File: src/rtl/alu_issue_queue.sv
`default_nettype none
// ============================================================================
// Module   : alu_issue_queue
// Purpose  : In-order operation queue feeding an external combinational ALU,
//            followed by a registered result stage with valid/ready handshake.
//            Optional illegal op-code check enabled by ALU_ISSUE_OPCHECK_EN.
// Revision : 1.0 - initial release
// ============================================================================
module alu_issue_queue #(
  parameter int DEPTH = 4
) (
  input  logic        clk,
  input  logic        rst_n,
  input  logic        in_valid,
  output logic        in_ready,
  input  logic [15:0] in_a,
  input  logic [15:0] in_b,
  input  logic [3:0]  in_op,
  output logic [15:0] alu_a,
  output logic [15:0] alu_b,
  output logic [3:0]  alu_op,
  input  logic [15:0] alu_result,
  input  logic        alu_carry,
  input  logic        alu_zero,
  output logic        out_valid,
  input  logic        out_ready,
  output logic [15:0] out_result,
  output logic        out_carry,
  output logic        out_zero,
  output logic [3:0]  out_op,
  output logic        out_err,
  output logic        busy
);

  localparam int AW = $clog2(DEPTH);
  localparam int CW = AW + 1;
  localparam logic [CW-1:0] C_DEPTH   = CW'(DEPTH);
  localparam logic [CW-1:0] C_CNT_ONE = CW'(1);
  localparam logic [AW-1:0] C_PTR_ONE = AW'(1);

  logic [35:0]   r_mem [DEPTH];
  logic [AW-1:0] r_wr_ptr;
  logic [AW-1:0] r_rd_ptr;
  logic [CW-1:0] r_count;
  logic          r_out_valid;
  logic [15:0]   r_out_result;
  logic          r_out_carry;
  logic          r_out_zero;
  logic [3:0]    r_out_op;

  logic          w_empty;
  logic          w_push;
  logic          w_pop;
  logic          w_illegal;
  logic [35:0]   w_head;
  logic [15:0]   w_res;
  logic          w_carry;
  logic          w_zero;

  assign w_empty  = (r_count == '0);
  assign in_ready = (r_count != C_DEPTH);
  assign w_push   = in_valid && in_ready;
  // The head may advance whenever the result slot is free or being drained.
  assign w_pop    = !w_empty && (!r_out_valid || out_ready);
  assign w_head   = r_mem[r_rd_ptr];

  assign alu_op = w_empty ? 4'd0  : w_head[35:32];
  assign alu_a  = w_empty ? 16'd0 : w_head[31:16];
  assign alu_b  = w_empty ? 16'd0 : w_head[15:0];

`ifdef ALU_ISSUE_OPCHECK_EN
  logic r_out_err;

  always_comb begin
    case (alu_op)
      4'd1, 4'd2, 4'd3, 4'd5, 4'd11: w_illegal = 1'b1;
      default:                       w_illegal = 1'b0;
    endcase
  end

  always_ff @(posedge clk or negedge rst_n) begin
    if (!rst_n) begin
      r_out_err <= 1'b0;
    end else if (w_pop) begin
      r_out_err <= w_illegal;
    end
  end

  assign out_err = r_out_err;
`else
  assign w_illegal = 1'b0;
  assign out_err   = 1'b0;
`endif

  // Illegal ops retire as a forced zero result so downstream sees a clean value.
  assign w_res   = w_illegal ? 16'd0 : alu_result;
  assign w_carry = !w_illegal && alu_carry;
  assign w_zero  = w_illegal || alu_zero;

  // Storage is deliberately left out of reset.
  always_ff @(posedge clk) begin
    if (w_push) begin
      r_mem[r_wr_ptr] <= {in_op, in_a, in_b};
    end
  end

  always_ff @(posedge clk or negedge rst_n) begin
    if (!rst_n) begin
      r_wr_ptr <= '0;
      r_rd_ptr <= '0;
      r_count  <= '0;
    end else begin
      if (w_push) r_wr_ptr <= r_wr_ptr + C_PTR_ONE;
      if (w_pop)  r_rd_ptr <= r_rd_ptr + C_PTR_ONE;
      case ({w_push, w_pop})
        2'b10:   r_count <= r_count + C_CNT_ONE;
        2'b01:   r_count <= r_count - C_CNT_ONE;
        default: r_count <= r_count;
      endcase
    end
  end

  always_ff @(posedge clk or negedge rst_n) begin
    if (!rst_n) begin
      r_out_valid  <= 1'b0;
      r_out_result <= 16'd0;
      r_out_carry  <= 1'b0;
      r_out_zero   <= 1'b0;
      r_out_op     <= 4'd0;
    end else if (w_pop) begin
      r_out_valid  <= 1'b1;
      r_out_result <= w_res;
      r_out_carry  <= w_carry;
      r_out_zero   <= w_zero;
      r_out_op     <= alu_op;
    end else if (out_ready) begin
      r_out_valid  <= 1'b0;
    end
  end

  assign out_valid  = r_out_valid;
  assign out_result = r_out_result;
  assign out_carry  = r_out_carry;
  assign out_zero   = r_out_zero;
  assign out_op     = r_out_op;
  assign busy       = !w_empty || r_out_valid;

endmodule
`default_nettype wire
File: config.mk
export PLATFORM = sky130hd
export DESIGN_NAME = alu_issue_queue
export DESIGN_NICKNAME = d
export VERILOG_FILES = /design/src/rtl/alu_issue_queue.sv
export SDC_FILE = /design/constraint.sdc
export NUM_CORES = 1
export LEC_CHECK = 0
export CAP_MARGIN = 20
export CELL_PAD_IN_SITES_DETAIL_PLACEMENT = 0
export CELL_PAD_IN_SITES_GLOBAL_PLACEMENT = 1
export CORE_MARGIN = 4
export CORE_UTILIZATION = 41
export CTS_BUF_LIST = sky130_fd_sc_hd__clkbuf_16
export CTS_CLUSTER_SIZE = 20
export DETAILED_ROUTE_END_ITERATION = 8
export PLACE_DENSITY = 0.76
export SYNTH_ARGS = -nofsm -noshare
export SYNTH_HDL_FRONTEND = slang
export SYNTH_SLANG_ARGS = --single-unit
File: constraint.sdc
create_clock -name clk -period 2.2 [get_ports clk]
set_input_delay 0.33 -clock clk [delete_from_list [all_inputs] [get_ports clk]]
set_output_delay 0.33 -clock clk [all_outputs]
set_load 0.01 [all_outputs]
== After elaboration in Yosys (flattened, before gate mapping) ==
Memories as Yosys holds them, arrays and structs flattened.
Index checks and enable logic that the tools add are counted.
Storage, ports and cells
  bits in writable memories: 144
  register bits after elaboration: 30
  memories kept: 1
  output and inout port bits: 62
  bits of input ports: 58
  logic and storage cells: 33
Memories
  r_mem: words 4, width 36, rd ports 1, clocked after Yosys merged registers in 0, write ports 1, RTL line 41  | logic [35:0] r_mem [DEPTH];
Cells by class
  add/subtract/negate cells: 4
  equal/unequal tests: 3
  muxes and demuxes: 8
  reduce and logical (&&, ||, !) cells: 9
Operators with widths (count)
  2-to-1 mux 16 bit: 2
  one-hot mux 3 bit (2 select lines): 1
  adder 2 x 1 -> 2 bit (second input constant): 2
  2-to-1 mux 1 bit: 4
  2-to-1 mux 4 bit: 1
  nonzero test 2 bit: 2
  adder 3 x 1 -> 3 bit (second input constant): 1
  logical NOT 3 bit: 1
  != test 3 bit (second input constant): 1
  subtractor 3 x 1 -> 3 bit (second input constant): 1
  == test 2 x 1 -> 1 bit (second input constant): 1
  == test 2 bit (second input constant): 1
  logical AND 1 bit: 2
  logical NOT 1 bit: 2
  logical OR 1 bit: 2

== Longest topological paths before layout ==
Gate-level depths: netlist of run 1.
  depth in word-level cells: 5
  gate-level depth with buffers: 10
  mapped depth without buffers: 9

== Worst setup path before layout of run 1 ==
Ideal clock, no wire load.
  kind: register -> register
  start point: register r_count[0]
  end point: register r_count[2]
  clock period less this slack: 2.106 ns
  cell stages (with the launch flop): 10
  library setup time: 0.079 ns
  arrival time: 2.027 ns
  buffers on the path: 0
  path slack: 0.094 ns
  cells stage by stage: dfrtp_1 -> or3b_4 -> and2_4 -> inv_1 -> ha_1 -> inv_1 -> fa_1 -> xor2_1 -> nor2_1 -> xor2_1
RTL lines
  start: declaration: RTL line 44  | logic [CW-1:0] r_count;
  start signal: assignment: RTL line 116  | 2'b10: r_count <= r_count + C_CNT_ONE;
  start signal: assignment: RTL line 117  | 2'b01: r_count <= r_count - C_CNT_ONE;
  start signal: assignment: RTL line 118  | default: r_count <= r_count;
  != test 3 bit (*): RTL line 61  | assign in_ready = (r_count != C_DEPTH);
  net in_ready: RTL line 15  | output logic in_ready,
  logical AND 1 bit (*): RTL line 62  | assign w_push = in_valid && in_ready;
  == test 2 x 1 -> 1 bit or == test 2 bit (tied branches): RTL line 115  | case ({w_push, w_pop})
  one-hot mux 3 bit (2 select lines) or nonzero test 2 bit (tied branches)
The timed path passes the listed nets; every way through them passes the cells marked *.
A chain may end at the register's enable or synchronous reset.

== Worst setup path in the final report of run 1 ==
  start point: register r_rd_ptr[0]
  end point: output port alu_b[6]
Between the ends
  word-level cells in the longest chain between the ends: 2
RTL lines
  start: declaration: RTL line 43  | logic [AW-1:0] r_rd_ptr;
  start signal: assignment: RTL line 114  | if (w_pop) r_rd_ptr <= r_rd_ptr + C_PTR_ONE;
  memory (4 x 36 bit)
  2-to-1 mux 16 bit: RTL line 69  | assign alu_b = w_empty ? 16'd0 : w_head[15:0];
  end: declaration: RTL line 20  | output logic [15:0] alu_b,
Every way passes these cells.

==> results of run 1 <==
## state kept, by name (all words and copies together) (netlist names), 2 cells and up
signal	flops
r_wr_ptr	2
r_count	3
r_rd_ptr	2
out_op	4
r_mem	144
out_result	16
## worst max path at each step
stage | start | slack (ps) | endpoint | cells past startpoint
floorplan | r_count[0] | 90 | r_count[2] | 9
global placement | r_rd_ptr[0] | 70 | alu_op[3] | 4
detailed placement | out_ready | 50 | r_count[2] | 9
CTS | r_rd_ptr[0] | -110 | alu_a[5] | 6
global route | r_rd_ptr[0] | -110 | alu_b[6] | 5
finish | r_rd_ptr[0] | -40 | alu_b[6] | 5
## cells by family (layout without fill, tap and decap cells)
| family | after synthesis | in the layout | share of synthesized area [%] |
|---|---|---|---|
| DFF | 174 | 174 | 74.37 |
| muxes | 60 | 60 | 16.87 |
| and+or+nand+nor | 49 | 49 | 4.639 |
| buffers and inverters | 22 | 196 | 2.090 |
| adders and majority gates | 6 | 6 | 1.210 |
| xor gates and xnor gates | 6 | 6 | 0.7701 |
| other | 1 | 1 | 0.05495 |
## layer usage
layer | share of wire (%) | wire length, microns | GRT usage, % | up-vias
li1 | - | - | - | 1574
met3 | 7.2 | 1008 | 5.699 | 12
met2 | 48 | 6679 | 25.07 | 116
met4 | 0.94 | 132 | 4.823 | 2
met5 | 0.093 | 13 | 0 | -
met1 | 44 | 6153 | 20.84 | 1785
## worst register-to-register path: stages (launching register included)
cell and delay, ps:
dfrtp_1 380, or3b_4 400, and2_4 170, inv_1 60, ha_2 180, inv_2 40
fa_2 330, xor2_1 150, nor2_1 120, xor2_1 150
## synth_stat cells (all sizes together)
| cell type | number |
|---|---|
| edfxtp | 144 |
| nor2b | 37 |
| mux4 | 36 |
| dfrtp | 30 |
| mux2 | 23 |
| buf | 14 |
| inv | 6 |
| ha | 5 |
| and3 | 4 |
| xor2 | 4 |
| clkbuf | 2 |
| xnor2 | 2 |
| and2 | 1 |
| and3b | 1 |
| conb | 1 |
| fa | 1 |
| mux2i | 1 |
| nand2 | 1 |
| nand2b | 1 |
| nor2 | 1 |
| nor3 | 1 |
| or2b | 1 |
| or3b | 1 |
## what timing repair did
item,CTS,global route
setup buffers,11,5
pin swaps,1,4
gates resized for setup,166,33
setup endpoints to repair,38,38
gates cloned,4,0
## metrics by stage
stage / area [sq um] / hold slack [ps] / setup TNS (ps) / worst slack, ps
after floorplan: 6824 / 34.41 / 0 / 93.58
after global placement: 8419 / 492.1 / 0 / 70.90
after detailed placement: 8419 / 494.3 / 0 / 48.65
after CTS: 9114 / 298.3 / -1892 / -105.8
after global routing: 9199 / 327.2 / -2313 / -115.0
final: 9199 / 304.3 / -241.8 / -40.34
## power breakdown
group	switching, mW	total, mW	internal [mW]
sequential	0.269	4.69	4.42
clock	1.30	3.01	1.71
combinational	2.36	5.42	3.05
## cell type report
type	count	share of cell area, %
clock buffers	17	4.625
clock inverters	15	1.891
inverters	6	0.2448
multi-input cells	122	18.87
flip-flops and latches	174	55.20
well taps	216	2.938
repair buffers	158	16.24
==> metrics, run 1 <==
outcome complete, but fails checks; failing checks negative setup slack; DIE AREA 18,770 sq um; Worst Reg-to-Reg Cells 9; clk_lat worst skew about 430 ps; 1st-iter DRT viols 214; clock root cell clkbuf_16; GRT overflow 0; Longest Clk Path Bufs 2; peak per-stage delay on the critical path 500 ps; CP required 1870 ps; Ys Warns 0; leakage roughly 3.4 nW; Post-Layout Cell Count between 700 and 800; site row count 46; Design Power roughly 13 mW; DR pass1 iterations 4; mean post-synth cell area 21.46 sq um; vias per cell about 4.9; HPWL after DPL 8671 microns; clk_skew 17.30 ps; Final Wtd Congestion 0.6992; DP Cell Count 660; Final Hold Viols 0; min Tclk post-route 2240 ps; Layout Nets 543; CTS tree built; WL/cell 19.76 microns; Seq/Total Area, Yosys 74.37%; overall routing resource usage 15.90%; ratio of cells with drive above 1 in the final layout 39.84%; top-area cell type share of the netlist area 63.37%; # DRC 0; Reg2Reg Setup Slack 150 ps; area leader, netlist edfxtp_1; Synth cell types 26; crit path kind reg -> out; Top Family by Delay on Critical Path multiplexers; Setup crit start kind register; PD cells 1425 nW/um^2; antenna viol nets, final 0; Area Overhead vs Synth 34.80%; IO buf count 118; Buf/Inv on CP 3; via count 3,489; io pins 120; first-pass GRT wire length 21,700 microns; Netlist Area Pre-Place 6824 sq um; setup slack after layout -40.34 ps; Final Max Tran Viols 0; Post-Syn Nets 382; Hold Crit Class in -> async; Crit-path slowest cell mux4_2; initial antenna violation count 1; CP arrival 1910 ps; core area roughly 16,000 sq um; commonest non-fill, non-tap cells in the layout edfxtp_1, clkdlybuf4s50_1, mux4_2, dfrtp_1, buf_4; initial core utilization 42.34%; synth top area cells edfxtp_1, mux4_2, dfrtp_1, mux2_4, nor2b_1; RSZ-0062 raised after global routing true; hold-fix buffer count after cts 0; VDD IR max about 0.00075 V; max_cap viols 0; Ant. Diodes 0; FF+latch area 5077 sq um; TritonCTS buffer count 17; H-tree Lvls 4; worst path cell trace buf_4 -> buf_12 -> mux4_2 -> nor2b_2 -> buf_2; reg2reg start r_count[0]; #FFs+latches synth 174; Final setup viols 16; fin util a little under three fifths; period utilization 101.8%; leading cell type in the layout, fill and taps excluded edfxtp_1; r2r endpoint r_count[2]; Clock transition at path regs 70 ps; largest net degree at the start of global routing 31; clk sinks 174; Cells after Synth 318; fillcell total 1,227; Die W around 140 microns; Peak Freq approximately 450 MHz; vias in the first global route 3,801; worst-path maximum fanout 8; die span in y ~140 microns; CP Capture Type primary output; final wirelength 13,990 microns; area taken by multi-input logic gates 1735 sq um
Power figures use the tool's default switching activity.
==> run 2, diff against run 1 <==
Settings changed: SLEW_MARGIN from default to 20.
==> results of run 2 <==
Final layout, timing and power as in run 1 (identical DEF).
